`config.mk`:
```
export PLATFORM = sky130hd
export DESIGN_NAME = ps_pcstck_unit
export DESIGN_NICKNAME = d
export VERILOG_FILES = /design/src/rtl/ps_pkg.sv /design/src/rtl/ps_stck_mem.sv /design/src/rtl/ps_pcstck_unit.sv
export SDC_FILE = /design/constraint.sdc
export NUM_CORES = 1
export LEC_CHECK = 0
export BUFFER_PORTS_ARGS = -buffer_cell sky130_fd_sc_hd__buf_2
export CAP_MARGIN = 20
export CORE_MARGIN = 2
export CORE_UTILIZATION = 54
export CTS_CLUSTER_DIAMETER = 120
export DETAILED_ROUTE_END_ITERATION = 10
export PLACE_DENSITY_LB_ADDON = 0.25
export SLEW_MARGIN = 20
export SYNTH_ARGS = -nofsm -noshare
export SYNTH_HDL_FRONTEND = slang
export SYNTH_SLANG_ARGS = --single-unit
```
`constraint.sdc`:
```
create_clock -name clk_rf -period 3.2 [get_ports clk_rf]
set_input_delay 0.32 -clock clk_rf [delete_from_list [all_inputs] [get_ports clk_rf]]
set_output_delay 0.32 -clock clk_rf [all_outputs]
set_load 0.005 [all_outputs]
```
`src/rtl/ps_pkg.sv`:
```
// Shared program-sequencer definitions: STKY bit positions, ureg addresses
// and the PC stack request decode.
package ps_pkg;

    localparam int unsigned STKY_W     = 4;
    localparam int unsigned STKY_EMPTY = 0;
    localparam int unsigned STKY_FULL  = 1;
    localparam int unsigned STKY_OVF   = 2;
    localparam int unsigned STKY_UNF   = 3;

    localparam logic [4:0] UREG_PCSTCK = 5'b00100;
    localparam logic [4:0] UREG_PCSTKP = 5'b00101;
    localparam logic [4:0] UREG_STKY   = 5'b11110;

    typedef enum logic [2:0] {
        STK_OP_NONE = 3'd0,
        STK_OP_PUSH = 3'd1,
        STK_OP_POP  = 3'd2,
        STK_OP_REPL = 3'd3,
        STK_OP_WR   = 3'd4
    } stk_op_e;

    // Push/pop take priority over a ureg write; push+pop collapses to replace-top.
    function automatic stk_op_e stk_decode(input logic push_req,
                                           input logic pop_req,
                                           input logic wr_req);
        stk_op_e op;
        op = STK_OP_NONE;
        if (push_req && pop_req) begin
            op = STK_OP_REPL;
        end else if (push_req) begin
            op = STK_OP_PUSH;
        end else if (pop_req) begin
            op = STK_OP_POP;
        end else if (wr_req) begin
            op = STK_OP_WR;
        end
        return op;
    endfunction

endpackage

```
`src/rtl/ps_stck_mem.sv`:
```
// PC stack storage: DEPTH x AW registers, one synchronous write port,
// one asynchronous read port, cleared on reset.
module ps_stck_mem
    import ps_pkg::*;
#(
    parameter int unsigned AW    = 16,
    parameter int unsigned DEPTH = 8,
    parameter int unsigned PTRW  = 4
) (
    input  logic            clk_rf,
    input  logic            rst,
    input  logic            i_we,
    input  logic [PTRW-1:0] i_waddr,
    input  logic [AW-1:0]   i_wdata,
    input  logic [PTRW-1:0] i_raddr,
    output logic [AW-1:0]   o_rdata
);

    logic [AW-1:0] r_mem [DEPTH];

    always_ff @(posedge clk_rf or negedge rst) begin
        if (!rst) begin
            for (int i = 0; i < int'(DEPTH); i++) begin
                r_mem[i] <= '0;
            end
        end else if (i_we) begin
            for (int i = 0; i < int'(DEPTH); i++) begin
                if (i_waddr == PTRW'(i)) begin
                    r_mem[i] <= i_wdata;
                end
            end
        end
    end

    // Compare-select read keeps out-of-range addresses at zero.
    always_comb begin
        o_rdata = '0;
        for (int i = 0; i < int'(DEPTH); i++) begin
            if (i_raddr == PTRW'(i)) begin
                o_rdata = r_mem[i];
            end
        end
    end

endmodule

```
`src/rtl/ps_pcstck_unit.sv`:
```
// Program-sequencer PC stack: DEPTH-entry LIFO serving CALL/RTRN, PUSH/POP
// PCSTK and PCSTCK ureg writes, with sticky overflow/underflow status.
module ps_pcstck_unit
    import ps_pkg::*;
#(
    parameter int unsigned AW    = 16,
    parameter int unsigned DEPTH = 8,
    parameter int unsigned PTRW  = 4
) (
    input  logic              clk_rf,
    input  logic              rst,
    input  logic              stallb,
    input  logic              ps_call,
    input  logic              ps_pshstck,
    input  logic              ps_rtrn,
    input  logic              ps_popstck,
    input  logic [AW-1:0]     call_addr,
    input  logic              wr_en,
    input  logic [AW-1:0]     wr_dt,
    input  logic              clr_stcky,
    output logic [AW-1:0]     ps_pcstck,
    output logic [PTRW-1:0]   ps_pcstck_pntr,
    output logic [STKY_W-1:0] ps_stcky,
    output logic              ps_ovf_halt
);

    logic [PTRW-1:0] r_ptr;
    logic            r_ovf;
    logic            r_unf;

    logic            w_push_req;
    logic            w_pop_req;
    logic [AW-1:0]   w_push_data;
    logic            w_empty;
    logic            w_full;
    logic [PTRW-1:0] w_top_idx;
    stk_op_e         w_op;

    logic            w_we;
    logic [PTRW-1:0] w_waddr;
    logic [AW-1:0]   w_wdata;
    logic [PTRW-1:0] w_ptr_nxt;
    logic            w_ovf_set;
    logic            w_unf_set;
    logic            w_ovf_nxt;
    logic            w_unf_nxt;
    logic [AW-1:0]   w_rdata;

    assign w_push_req  = ps_call | ps_pshstck;
    assign w_pop_req   = ps_rtrn | ps_popstck;
    assign w_push_data = ps_call ? call_addr : wr_dt;
    assign w_empty     = (r_ptr == '0);
    assign w_full      = (r_ptr == PTRW'(DEPTH));
    assign w_top_idx   = r_ptr - PTRW'(1);
    assign w_op        = stallb ? stk_decode(w_push_req, w_pop_req, wr_en) : STK_OP_NONE;

    // Pointer, write-port and sticky-set decisions for the sampled request.
    always_comb begin
        w_we      = 1'b0;
        w_waddr   = w_top_idx;
        w_wdata   = w_push_data;
        w_ptr_nxt = r_ptr;
        w_ovf_set = 1'b0;
        w_unf_set = 1'b0;
        case (w_op)
            STK_OP_PUSH: begin
                if (w_full) begin
                    w_ovf_set = 1'b1;
                end else begin
                    w_we      = 1'b1;
                    w_waddr   = r_ptr;
                    w_ptr_nxt = r_ptr + PTRW'(1);
                end
            end
            STK_OP_POP: begin
                if (w_empty) begin
                    w_unf_set = 1'b1;
                end else begin
                    w_ptr_nxt = w_top_idx;
                end
            end
            STK_OP_REPL: begin
                // Empty: the pop has nothing to take, so only the push lands.
                w_we = 1'b1;
                if (w_empty) begin
                    w_waddr   = '0;
                    w_ptr_nxt = PTRW'(1);
                    w_unf_set = 1'b1;
                end
            end
            STK_OP_WR: begin
                w_we    = ~w_empty;
                w_wdata = wr_dt;
            end
            default: begin
                w_we = 1'b0;
            end
        endcase
    end

    // Set beats a coincident clear; a stall freezes the clear as well.
    always_comb begin
        w_ovf_nxt = r_ovf;
        w_unf_nxt = r_unf;
        if (stallb) begin
            w_ovf_nxt = w_ovf_set | (r_ovf & ~clr_stcky);
            w_unf_nxt = w_unf_set | (r_unf & ~clr_stcky);
        end
    end

    always_ff @(posedge clk_rf or negedge rst) begin
        if (!rst) begin
            r_ptr <= '0;
            r_ovf <= 1'b0;
            r_unf <= 1'b0;
        end else begin
            r_ptr <= w_ptr_nxt;
            r_ovf <= w_ovf_nxt;
            r_unf <= w_unf_nxt;
        end
    end

    ps_stck_mem #(
        .AW    (AW),
        .DEPTH (DEPTH),
        .PTRW  (PTRW)
    ) u_stck_mem (
        .clk_rf  (clk_rf),
        .rst     (rst),
        .i_we    (w_we),
        .i_waddr (w_waddr),
        .i_wdata (w_wdata),
        .i_raddr (w_top_idx),
        .o_rdata (w_rdata)
    );

    assign ps_pcstck      = w_empty ? '0 : w_rdata;
    assign ps_pcstck_pntr = r_ptr;
    assign ps_ovf_halt    = r_ovf;

    always_comb begin
        ps_stcky             = '0;
        ps_stcky[STKY_EMPTY] = w_empty;
        ps_stcky[STKY_FULL]  = w_full;
        ps_stcky[STKY_OVF]   = r_ovf;
        ps_stcky[STKY_UNF]   = r_unf;
    end

endmodule

```
==> flow_metrics.py <==
metrics = {
    "clocking": {
        "cts_tree": "done",
        "clock_sinks": 134,
        "clk_latency_ns": 0.42,
        "clk_pin_slew_worst_paths_ns": 0.06,
        "cts_buffers": 17,
        "htreeDepth": 4,
        "clk_path_buf_depth": 2,
        "cts-root-buf": "clkbuf_16",
    },
    "detailed_routing": {
        "vias": 5187,
        "viasPerCell": 6.18,
        "route.detailed.wl_per_inst_um": 21.2,
        "drt_iter0_markers": 485,
        "wirelength_um": 17800,
        "drcViolationCount": 0,
        "dr.pass1.iters": 5,
        "ant_nets": 0,
    },
    "timing": {
        "relSlewSlack_pct": 49.3,
        "max_freq_mhz": 318,
        "fin_skew_ns": 0.00380,
        "hold_viol_final": 0,
        "setup_viol_count_final": 0,
        "fin_crit_sh_pct": 98.4,
        "rsz0062_at_grt": "false",
        "period_minus_slack_ns": 3.15,
        "worst_slew_pin_slew_ns": 0.760,
        "worst_slack_ns": 0.0512,
        "fin_tns_setup_ns": 0,
        "final_max_slew_viol_count": 0,
    },
    "setup_path": {
        "max_stage_delay_ns": 0.45,
        "cp-end-kind": "output port",
        "r2r_cells": 10,
        "worstSetupPathType": "reg -> out",
        "startpoint": "ps_pcstck_pntr[0]",
        "crit_chain": "inv_4 -> ha_4 -> inv_1 -> nor4_4 -> buf_4 -> o21ai_4 -> o221a_2 -> a21oi_1 -> a211oi_1 -> buf_2",
        "required_ns": 2.88,
        "r2r_start": "ps_pcstck_pntr[0]",
        "cp-start-kind": "register",
        "arrival_ns": 2.83,
        "crit_fanout": 15,
        "r2r_slack_ns": 0.26,
        "crit_slowest_cell": "dfrtp_1",
        "rr_endpoint": "u_stck_mem.r_mem[36]",
        "crit_end": "ps_pcstck[5]",
    },
    "synth": {
        "synth-seq-cells": 134,
        "syn_area_per_cell_um2": 12.4,
        "netlist_instances": 582,
        "synth_area_leaders": "dfrtp_1, mux2_2, mux2_4",
        "yosysTopAreaCellShare_pct": 46.6,
        "ys_top_cells_by_count": "dfrtp_1, mux2_2, a21oi_1",
        "synth-edff-count": 0,
        "ys_warn_count": 0,
        "syn_nets": 628,
        "synth_simple_gate_area_share_pct": 7.95,
        "synth_compound_area_share_pct": 15.2,
        "syn_area_mm2": 0.00719,
        "synth_async_sr_flop_share_pct": 100,
        "synthXorXnorAreaFrac_pct": 0.244,
        "synth_seq_area_share_pct": 46.6,
        "synthAdderAreaFrac_pct": 0.870,
        "synth_flop_cell": "dfrtp_1",
        "yosysTopAreaCell": "dfrtp_1",
        "synth_mux_area_share_pct": 25.3,
        "synth_top_family_by_area": "multiplexers",
        "synth_most_common_cell": "dfrtp_1",
        "synthDistinctLibCells": 55,
    },
    "power": {
        "irDropWorstVdd_uv": 496,
        "netSwitchingFraction_pct": 36.2,
        "pwr-share-comb_pct": 44.5,
        "p_switching_w": 0.00329,
        "power_density_mw_per_mm2": 1080,
        "clkPwrFrac_pct": 22.2,
        "seqPwrFrac_pct": 33.2,
        "leakage_nw": 3.73,
        "total_power_w": 0.00907,
        "internal_power_w": 0.00579,
    },
    "global_route": {
        "grt_use_total_pct": 25.9,
        "gr-total-overflow": 0,
        "antenna_found_initial": 0,
        "grt_pass1_wl_um": 28500,
        "first_global_vias": 5370,
        "grt_max_degree": 82,
    },
    "placed_design": {
        "port_buffers": 65,
        "dpl.cell_count": 804,
        "dp_hpwl_um": 11500,
        "gp_congestion": 0.885,
        "dpl_worst_slack_ns": 0.114,
    },
    "min_path": {
        "min_path_type": "in -> reg",
    },
    "layout": {
        "areaGrowthSynthToFinish_pct": 16.6,
        "layout.cells.non_filler": 840,
        "n_fill_cell": 992,
        "nets": 697,
        "drive_above_1_share_pct": 44.1,
        "diodes": 0,
    },
    "die": {
        "num_io_pins": 66,
        "dieWidth_um": 119,
        "rows": 42,
        "dieArea_mm2": 0.0143,
        "die_h_um": 119,
        "start_util_pct": 54.7,
        "core_area_mm2": 0.0131,
    },
    "run_status": {
        "status": "complete, no violations",
    },
    "run": {
        "max_cap_violations": 0,
    },
}
## worst max-delay path: cells and delay by family, from the launching register on
kind	cells	cell delay (ns)
AO/OA/AOI/OAI	4	1.09
buffers and inverters	4	0.59
flip-flops	1	0.45
adder cells (fa/ha/maj)	1	0.19
AND/OR/NAND/NOR	1	0.08
## cells in the final DEF (no fill, tap or decap), drive strengths merged, types with 15 or more instances in the layout
master and n:
nor2 28, nand2 29, dfrtp 134, clkbuf 20, a21oi 56, mux2 144, nand3b 17, buf 91
a211oi 31, o221a 15, a22oi 17
## cell families (layout without fill, tap and decap cells)
family | Yosys count | after routing
buf+inv | 47 | 129
flops | 134 | 134
fa+ha+maj | 5 | 5
mux | 145 | 145
simple gates | 97 | 97
xor+xnor | 2 | 2
compound gates | 152 | 152
## worst min-delay path by stage
stage | startpoint | to | slack (ns) | cells after the start
after floorplan | rst | ps_ovf_halt | 0.02 | 0
after global placement | rst | u_stck_mem.r_mem[66] | 0.41 | 1
after detailed placement | rst | u_stck_mem.r_mem[64] | 0.43 | 1
after CTS | clr_stcky | ps_ovf_halt | 0.20 | 4
after global routing | clr_stcky | ps_ovf_halt | 0.24 | 4
final | clr_stcky | ps_ovf_halt | 0.20 | 4
## area by class of cell
cell class	count	area, um^2	share of cell area [%]
Clock buffer	20	457	5.45
Clock inverter	12	151	1.81
Inverter	5	21.3	0.254
Multi-Input combinational cell	401	3630	43.3
Sequential cell	134	3350	40.0
Tap cell	176	220	2.63
Timing Repair Buffer	92	553	6.60
## per-layer routing
layer	routed length (um)	global-route usage, %	part of all wire (%)	vias to the layer above
met5	0	0	0	-
met4	314	8.97	1.8	0
met3	1060	5.89	5.9	32
met2	8390	41.5	47	184
met1	8020	34.9	45	2661
li1	-	-	-	2310
## metrics by stage
| stage | util (%) | hold slack, ns | cell area [um^2] |
|---|---|---|---|
| CTS | 63.4 | 0.197 | 8330 |
| global route | 63.8 | 0.238 | 8390 |
| detailed placement | 58.5 | 0.426 | 7680 |
| finish | 63.8 | 0.199 | 8390 |
| floorplan | - | 0.0244 | 7190 |
| global placement | 58.4 | 0.413 | 7680 |
## power groups by stage
stage	clock [W]	combinational [W]	sequential [W]
floorplan	0	0.00287	0.00286
global placement	0	0.00379	0.00297
detailed placement	0	0.00389	0.00300
CTS	0.00203	0.00396	0.00299
global route	0.00211	0.00436	0.00310
finish	0.00202	0.00404	0.00302
## sequential cells by signal, indices dropped and copies added (netlist names)
signal	cells
r_unf	1
u_stck_mem.r_mem	128
ps_pcstck_pntr	4
ps_ovf_halt	1
## what timing repair did
item                                   in CTS  in global routing
buffers inserted                            2                  1
setup endpoints to repair                  16                 13
hold buffers                                1                  0
pin swaps                                   1                  1
gates resized for setup                     6                 10
endpoints found under the hold margin      80                  0
(Power assumes the default switching activity.)
